## src/rtl/pe_op_scheduler_if.sv

```systemverilog
// Bundle of command, operand-memory, PE and output-buffer signals around pe_op_scheduler.
// slave = scheduler view; master = controller/memory/PE side.
interface pe_op_scheduler_if #(
  parameter int DATA_WIDTH = 16,
  parameter int ACC_WIDTH  = 32,
  parameter int ADDR_W     = 10,
  parameter int LEN_W      = 10
);
  logic                  cmd_valid;
  logic                  cmd_ready;
  logic [1:0]            cmd_mode;
  logic [LEN_W-1:0]      cmd_len;
  logic [ADDR_W-1:0]     cmd_a_base;
  logic [ADDR_W-1:0]     cmd_b_base;
  logic [ADDR_W-1:0]     cmd_o_base;
  logic                  rd_en;
  logic [ADDR_W-1:0]     rd_a_addr;
  logic [ADDR_W-1:0]     rd_b_addr;
  logic [DATA_WIDTH-1:0] rd_a_data;
  logic [DATA_WIDTH-1:0] rd_b_data;
  logic                  pe_valid_in;
  logic [1:0]            pe_mode;
  logic [DATA_WIDTH-1:0] pe_a;
  logic [DATA_WIDTH-1:0] pe_b;
  logic [ACC_WIDTH-1:0]  pe_acc_in;
  logic                  pe_valid_out;
  logic [ACC_WIDTH-1:0]  pe_result;
  logic                  wr_en;
  logic [ADDR_W-1:0]     wr_addr;
  logic [ACC_WIDTH-1:0]  wr_data;
  logic                  done;
  logic                  err;
  logic                  busy;

  modport slave (
    input  cmd_valid, cmd_mode, cmd_len, cmd_a_base, cmd_b_base, cmd_o_base,
    input  rd_a_data, rd_b_data, pe_valid_out, pe_result,
    output cmd_ready, rd_en, rd_a_addr, rd_b_addr,
    output pe_valid_in, pe_mode, pe_a, pe_b, pe_acc_in,
    output wr_en, wr_addr, wr_data, done, err, busy
  );

  modport master (
    output cmd_valid, cmd_mode, cmd_len, cmd_a_base, cmd_b_base, cmd_o_base,
    output rd_a_data, rd_b_data, pe_valid_out, pe_result,
    input  cmd_ready, rd_en, rd_a_addr, rd_b_addr,
    input  pe_valid_in, pe_mode, pe_a, pe_b, pe_acc_in,
    input  wr_en, wr_addr, wr_data, done, err, busy
  );
endinterface

```

## src/rtl/pe_op_scheduler.sv

```systemverilog
// Descriptor-driven operand sequencer for one pipelined PE lane (MAC chaining, EWM/EWA streaming).
// Optional PE_SCHED_PERF_EN adds busy-cycle and completed-op counters.
module pe_op_scheduler #(
  parameter int DATA_WIDTH = 16,
  parameter int ACC_WIDTH  = 32,
  parameter int ADDR_W     = 10,
  parameter int LEN_W      = 10
) (
  input  logic clk,
  input  logic rst,
  pe_op_scheduler_if.slave bus
`ifdef PE_SCHED_PERF_EN
  ,
  output logic [31:0] perf_busy_cycles,
  output logic [15:0] perf_ops
`endif
);

  typedef enum logic [1:0] {S_IDLE, S_RUN, S_DRAIN, S_ERR} state_t;

  localparam logic [1:0] MODE_MAC = 2'b00;
  localparam logic [1:0] MODE_ILL = 2'b11;

  state_t            state;
  logic [1:0]        mode;
  logic [LEN_W-1:0]  len;
  logic [LEN_W-1:0]  idx;
  logic [ADDR_W-1:0] a_base, b_base, o_base;
  logic [ADDR_W-1:0] wr_idx;
  logic [ADDR_W-1:0] rd_a_addr_r, rd_b_addr_r;
  logic              rd_en_r;
  logic              issue, issue_first;
  logic              drain_cnt;
  logic              done_r, err_r;
  logic              armed;
  logic              wr_fire;

  // armed gates PE results so nothing in flight across a reset can write
  assign wr_fire = armed && ((mode == MODE_MAC) ? done_r : bus.pe_valid_out);

  always_ff @(posedge clk or posedge rst) begin
    if (rst) begin
      state       <= S_IDLE;
      mode        <= '0;
      len         <= '0;
      idx         <= '0;
      a_base      <= '0;
      b_base      <= '0;
      o_base      <= '0;
      wr_idx      <= '0;
      rd_a_addr_r <= '0;
      rd_b_addr_r <= '0;
      rd_en_r     <= 1'b0;
      issue       <= 1'b0;
      issue_first <= 1'b0;
      drain_cnt   <= 1'b0;
      done_r      <= 1'b0;
      err_r       <= 1'b0;
      armed       <= 1'b0;
    end else begin
      done_r      <= 1'b0;
      err_r       <= 1'b0;
      issue       <= rd_en_r;
      issue_first <= rd_en_r && (idx == LEN_W'(1));
      if (wr_fire && mode != MODE_MAC)
        wr_idx <= wr_idx + ADDR_W'(1);
      case (state)
        S_IDLE: begin
          if (bus.cmd_valid) begin
            mode   <= bus.cmd_mode;
            len    <= bus.cmd_len;
            a_base <= bus.cmd_a_base;
            b_base <= bus.cmd_b_base;
            o_base <= bus.cmd_o_base;
            idx    <= LEN_W'(1);
            wr_idx <= '0;
            if (bus.cmd_mode == MODE_ILL || bus.cmd_len == '0) begin
              state <= S_ERR;
              err_r <= 1'b1;
            end else begin
              state       <= S_RUN;
              rd_en_r     <= 1'b1;
              rd_a_addr_r <= bus.cmd_a_base;
              rd_b_addr_r <= bus.cmd_b_base;
              armed       <= 1'b1;
            end
          end
        end
        S_RUN: begin
          // idx is the index of the next element; equality means the last read is on the bus now
          if (idx == len) begin
            rd_en_r     <= 1'b0;
            rd_a_addr_r <= '0;
            rd_b_addr_r <= '0;
            drain_cnt   <= 1'b0;
            state       <= S_DRAIN;
          end else begin
            rd_a_addr_r <= a_base + ADDR_W'(idx);
            rd_b_addr_r <= b_base + ADDR_W'(idx);
            idx         <= idx + LEN_W'(1);
          end
        end
        S_DRAIN: begin
          if (!drain_cnt) begin
            drain_cnt <= 1'b1;
            done_r    <= 1'b1;
          end else begin
            armed <= 1'b0;
            state <= S_IDLE;
          end
        end
        S_ERR:   state <= S_IDLE;
        default: state <= S_IDLE;
      endcase
    end
  end

  assign bus.cmd_ready   = (state == S_IDLE);
  assign bus.busy        = (state != S_IDLE);
  assign bus.done        = done_r;
  assign bus.err         = err_r;
  assign bus.rd_en       = rd_en_r;
  assign bus.rd_a_addr   = rd_a_addr_r;
  assign bus.rd_b_addr   = rd_b_addr_r;
  assign bus.pe_valid_in = issue;
  assign bus.pe_mode     = issue ? mode : 2'b00;
  assign bus.pe_a        = issue ? bus.rd_a_data : '0;
  assign bus.pe_b        = issue ? bus.rd_b_data : '0;
  // PE result is registered, so the previous element's sum is on pe_result exactly when the next issues
  assign bus.pe_acc_in   = (issue && !issue_first && mode == MODE_MAC) ? bus.pe_result : '0;
  assign bus.wr_en       = wr_fire;
  assign bus.wr_addr     = wr_fire ? (o_base + wr_idx) : '0;
  assign bus.wr_data     = wr_fire ? bus.pe_result : '0;

`ifdef PE_SCHED_PERF_EN
  always_ff @(posedge clk or posedge rst) begin
    if (rst) begin
      perf_busy_cycles <= '0;
      perf_ops         <= '0;
    end else begin
      if (state != S_IDLE)
        perf_busy_cycles <= perf_busy_cycles + 32'd1;
      if (done_r)
        perf_ops <= perf_ops + 16'd1;
    end
  end
`endif

endmodule

```

## src/flat_wrapper.sv

```systemverilog
// flat-port wrapper written by rule: the top's interface ports become plain ports
module pe_op_scheduler_flat 
#(
  parameter int DATA_WIDTH = 16,
  parameter int ACC_WIDTH  = 32,
  parameter int ADDR_W     = 10,
  parameter int LEN_W      = 10
)
  (clk, rst, bus_cmd_valid, bus_cmd_mode, bus_cmd_len, bus_cmd_a_base, bus_cmd_b_base, bus_cmd_o_base, bus_rd_a_data, bus_rd_b_data, bus_pe_valid_out, bus_pe_result, bus_cmd_ready, bus_rd_en, bus_rd_a_addr, bus_rd_b_addr, bus_pe_valid_in, bus_pe_mode, bus_pe_a, bus_pe_b, bus_pe_acc_in, bus_wr_en, bus_wr_addr, bus_wr_data, bus_done, bus_err, bus_busy);
  pe_op_scheduler_if #(.DATA_WIDTH(DATA_WIDTH), .ACC_WIDTH(ACC_WIDTH), .ADDR_W(ADDR_W), .LEN_W(LEN_W)) bus_i ();
  input  logic clk;
  input  logic rst;
  input wire logic [$bits(bus_i.cmd_valid)-1:0] bus_cmd_valid;
  input wire logic [$bits(bus_i.cmd_mode)-1:0] bus_cmd_mode;
  input wire logic [$bits(bus_i.cmd_len)-1:0] bus_cmd_len;
  input wire logic [$bits(bus_i.cmd_a_base)-1:0] bus_cmd_a_base;
  input wire logic [$bits(bus_i.cmd_b_base)-1:0] bus_cmd_b_base;
  input wire logic [$bits(bus_i.cmd_o_base)-1:0] bus_cmd_o_base;
  input wire logic [$bits(bus_i.rd_a_data)-1:0] bus_rd_a_data;
  input wire logic [$bits(bus_i.rd_b_data)-1:0] bus_rd_b_data;
  input wire logic [$bits(bus_i.pe_valid_out)-1:0] bus_pe_valid_out;
  input wire logic [$bits(bus_i.pe_result)-1:0] bus_pe_result;
  output wire logic [$bits(bus_i.cmd_ready)-1:0] bus_cmd_ready;
  output wire logic [$bits(bus_i.rd_en)-1:0] bus_rd_en;
  output wire logic [$bits(bus_i.rd_a_addr)-1:0] bus_rd_a_addr;
  output wire logic [$bits(bus_i.rd_b_addr)-1:0] bus_rd_b_addr;
  output wire logic [$bits(bus_i.pe_valid_in)-1:0] bus_pe_valid_in;
  output wire logic [$bits(bus_i.pe_mode)-1:0] bus_pe_mode;
  output wire logic [$bits(bus_i.pe_a)-1:0] bus_pe_a;
  output wire logic [$bits(bus_i.pe_b)-1:0] bus_pe_b;
  output wire logic [$bits(bus_i.pe_acc_in)-1:0] bus_pe_acc_in;
  output wire logic [$bits(bus_i.wr_en)-1:0] bus_wr_en;
  output wire logic [$bits(bus_i.wr_addr)-1:0] bus_wr_addr;
  output wire logic [$bits(bus_i.wr_data)-1:0] bus_wr_data;
  output wire logic [$bits(bus_i.done)-1:0] bus_done;
  output wire logic [$bits(bus_i.err)-1:0] bus_err;
  output wire logic [$bits(bus_i.busy)-1:0] bus_busy;
  assign bus_i.cmd_valid = bus_cmd_valid;
  assign bus_i.cmd_mode = bus_cmd_mode;
  assign bus_i.cmd_len = bus_cmd_len;
  assign bus_i.cmd_a_base = bus_cmd_a_base;
  assign bus_i.cmd_b_base = bus_cmd_b_base;
  assign bus_i.cmd_o_base = bus_cmd_o_base;
  assign bus_i.rd_a_data = bus_rd_a_data;
  assign bus_i.rd_b_data = bus_rd_b_data;
  assign bus_i.pe_valid_out = bus_pe_valid_out;
  assign bus_i.pe_result = bus_pe_result;
  assign bus_cmd_ready = bus_i.cmd_ready;
  assign bus_rd_en = bus_i.rd_en;
  assign bus_rd_a_addr = bus_i.rd_a_addr;
  assign bus_rd_b_addr = bus_i.rd_b_addr;
  assign bus_pe_valid_in = bus_i.pe_valid_in;
  assign bus_pe_mode = bus_i.pe_mode;
  assign bus_pe_a = bus_i.pe_a;
  assign bus_pe_b = bus_i.pe_b;
  assign bus_pe_acc_in = bus_i.pe_acc_in;
  assign bus_wr_en = bus_i.wr_en;
  assign bus_wr_addr = bus_i.wr_addr;
  assign bus_wr_data = bus_i.wr_data;
  assign bus_done = bus_i.done;
  assign bus_err = bus_i.err;
  assign bus_busy = bus_i.busy;
  pe_op_scheduler #(.DATA_WIDTH(DATA_WIDTH), .ACC_WIDTH(ACC_WIDTH), .ADDR_W(ADDR_W), .LEN_W(LEN_W)) u_core (.clk(clk), .rst(rst), .bus(bus_i));
endmodule
```

## config.mk

```make
export PLATFORM = sky130hd
export DESIGN_NAME = pe_op_scheduler_flat
export DESIGN_NICKNAME = d
export VERILOG_FILES = /design/src/rtl/pe_op_scheduler_if.sv /design/src/rtl/pe_op_scheduler.sv /design/src/flat_wrapper.sv
export SDC_FILE = /design/constraint.sdc
export NUM_CORES = 1
export LEC_CHECK = 0
export ABC_CLOCK_PERIOD_IN_PS = 3700
export CORE_AREA = 2 2 119 121
export DETAILED_ROUTE_END_ITERATION = 7
export DIE_AREA = 0 0 121 123
export PLACE_DENSITY = 0.8
export SYNTH_ARGS = -nofsm -noshare
export SYNTH_HDL_FRONTEND = slang
export SYNTH_SLANG_ARGS = --single-unit
```

## constraint.sdc

```tcl
create_clock -name clk -period 3.7 [get_ports clk]
set_input_delay 0.74 -clock clk [delete_from_list [all_inputs] [get_ports clk]]
set_output_delay 0.74 -clock clk [all_outputs]
set_load 0.02 [all_outputs]
```

==> impl_metrics.toml, run 1 <==
[status]
status = "complete, no violations"

[route]
viasPerCell = 5.244
wl_microns = 18600
drc_errors = 0
ant_nets = 0
drt_first_pass_iters = 4
vias = 5197
wire_per_inst_microns = 18.76
drt_iter0_drc = 262

[critical_path]
critPathLaunchType = "register"
r2r_start = "u_core.idx[6]"
ff2ff_path_depth = 6
critPathRequiredTime_ns = 2.96
crit_slowest_cell = "fa_1"
crit_fanout = 4
r2r-end = "u_core.idx[5]"
crit_chain = "ha_1, inv_1, fa_1, nor2b_1, o21ai_0, a21boi_1, o21ai_0, xor2_1, nor2_1, dlygate4sd2_1"
crit_path_end_kind = "output pin"
max_stage_delay_ns = 0.43
crit_top_cell = "o21ai_0"
ff2ff_setup_slack_ns = 1.02
worstPathArrival_ns = 2.74
crit_type = "reg -> out"

[sta]
hold-worst-slack_ns = 0.4295
rsz0062_at_grt = "false"
worst_pin_slew_ns = 0.7883
setup_violations = 0
max_freq_mhz = 287.7
fin_crit_ns = 3.476
setup_tns_ns = 0
hold_violations = 0
maxSlewHeadroom_pct = 47.45
clock_skew_ns = 0.004786
slew_viol_final = 0
finalCritPeriodShare_pct = 93.95

[floorplanning]
die_h_microns = 123
rows = 43
start_util_pct = 42.27
fp.dieW_microns = 121
pin_count = 245
die_area_sq_um = 14880
core_area_sq_um = 13610

[cells_and_area]
layout-drive-gt1-share_pct = 9.618
fillerInstances = 1074
diodes = 0
areaGrowthSynthToFinish_pct = 51.23
nets = 950

[clock_tree]
clock-sinks = 91
tritoncts = "yes"
cts_made_buffers = 9
clk_pin_slew_ns = 0.06
clk_latency_ns = 0.34
htree_num_levels = 3
cts_setup_buffers = 0
clockBufferDepth = 2
clock-root-buffer = "clkbuf_16"

[worst_hold_path]
holdPathEnd = "u_core.bus.pe_valid_in"
hold_class = "reg -> reg"
holdPathStages = 0
min_from = "u_core.bus.rd_en"

[global_routing]
grt_pass1_wl_microns = 28670
grt_max_degree = 50
grt_overflow = 0
track_usage_pct = 25.07
grt_antenna_before_repair = 0
grt_pass1_vias = 5356

[synth]
netlist_top_cells_count = "and2_1 (101), dfrtp_1 (91), nor2_1 (48), mux2_2 (41), xor2_1 (31)"
syn_nets = 713
seq_area_frac_synth_pct = 39.57
synth_seq_cells = 91
yosys.cell_count.top_type = "and2_1"
synth_area_sq_um = 5754
synth_ff_type = "dfrtp_1"
synth.distinct_cells = 54
synth_edf_count = 0
synth_cells = 570
synthArstFlopShare_pct = 100.0
synth_top_area_share_pct = 39.57
ys_warn_count = 0
synth_area_leaders = "dfrtp_1 (40%), and2_1 (11%), mux2_2 (8.0%)"
avgSynthCellArea_sq_um = 10.10
yosysTopAreaCell = "dfrtp_1"

[power]
ir_drop_mv = 0.5417
power_density_nw_per_um2 = 815.0
leakage_uw = 0.003889

[place]
io_buffers = 244
hpwlAfterDp_microns = 14460
gp_congestion = 0.9296

[run]
drv_cap = 0
[registers in the layout, indices dropped and copies added (netlist names), 2 cells and up]
register              count
u_core.a_base            10
u_core.b_base            10
u_core.bus.rd_a_addr     10
u_core.bus.rd_b_addr     10
u_core.idx               10
u_core.len               10
u_core.o_base            10
u_core.wr_idx            10
u_core.mode               2
u_core.state              2
[logic make-up after synthesis]
family | after synthesis | synth area share [%]
buffers and inverters | 37 | 2.892
and+or+nand+nor | 215 | 20.61
adders and majority gates | 33 | 7.567
muxes | 64 | 12.02
AOI/OAI and AO/OA | 82 | 10.02
DFF | 91 | 39.57
xor gates and xnor gates | 48 | 7.306
[worst max-delay path by stage]
stage / from / to / slack, ns
3_5_place_dp: u_core.wr_idx[0] / bus_wr_addr[8] / 0.23
3_3_place_gp: u_core.wr_idx[0] / bus_wr_addr[8] / 0.32
5_1_grt: u_core.wr_idx[0] / bus_wr_addr[8] / 0.06
2_1_floorplan: rst / u_core.a_base[0] / 0.60
4_1_cts: u_core.wr_idx[5] / bus_wr_addr[9] / 0.05
6_report: u_core.wr_idx[0] / bus_wr_addr[8] / 0.22
[per-stage QoR]
step	cells	total power, uW	setup slack [ns]	utilization, %	area, sq um
global placement	976	5913	0.3226	61.53	8376
global route	991	7588	0.05522	63.93	8702
finish	991	7092	0.2239	63.93	8702
detailed placement	976	6066	0.2300	61.53	8376
floorplan	570	4469	0.5964	-	5754
CTS	991	7122	0.05381	63.91	8700
[critical path: cells and delay by family, from the launching register on]
kind,cells,cell delay [ns]
simple gates,2,0.25
flops,1,0.41
compound gates,3,0.55
fa+ha+maj,2,0.62
buf+inv,2,0.39
xor+xnor,1,0.17
[final cells by class]
cell class	count	area, sq um	share of cell area (%)
clock buffers	11	252.7	2.904
clock inverters	4	73.82	0.8483
inverters	11	42.54	0.4889
multi-input cells	442	3318	38.13
flip-flops and latches	91	2277	26.17
well taps	180	225.2	2.588
repair buffers	252	2512	28.87
[metal layers]
layer,routed length (microns),global-route usage (%)
met5,0,0
met3,1297,5.673
met1,7111,28.31
met2,9664,46.14
met4,522,9.302
[layout by cell type, fill, tap and decap left out, drive strengths merged, types with 6 or more instances in the layout]
master         count
clkdlybuf4s50    240
and2             101
dfrtp             91
nor2              49
mux2              41
xor2              31
ha                30
mux2i             23
nand2             17
xnor2             17
o22ai             14
o21ai             11
clkbuf            11
nand3              9
inv                9
buf                9
a31oi              8
nor3               7
a21o               7
o2bb2ai            6
a21oi              6
a211oi             6
[power breakdown]
part | switching (uW) | internal, uW | total [uW]
Sequential | 414 | 1430 | 1840
Clock | 383 | 625 | 1010
Combinational | 2150 | 2090 | 4240
Total | 2950 | 4140 | 7090
[timing repair]
| item | 4_1_cts | 5_1_grt |
|---|---|---|
| hold buffers | 0 | 0 |
| gates resized for setup | 3 | 1 |
| setup endpoints to repair | 2 | 1 |
No activity file was read; power rests on OpenSTA's default activity.
==> run 2, diff against run 1 <==
--- a/config.mk
+++ b/config.mk
@@ -10,6 +10,7 @@
 export DETAILED_ROUTE_END_ITERATION = 7
 export DIE_AREA = 0 0 121 123
 export PLACE_DENSITY = 0.8
+export SKIP_LAST_GASP = 1
 export SYNTH_ARGS = -nofsm -noshare
 export SYNTH_HDL_FRONTEND = slang
 export SYNTH_SLANG_ARGS = --single-unit
==> results of run 2 <==
Same layout as run 1: the final DEF is identical, and so are final timing and power.
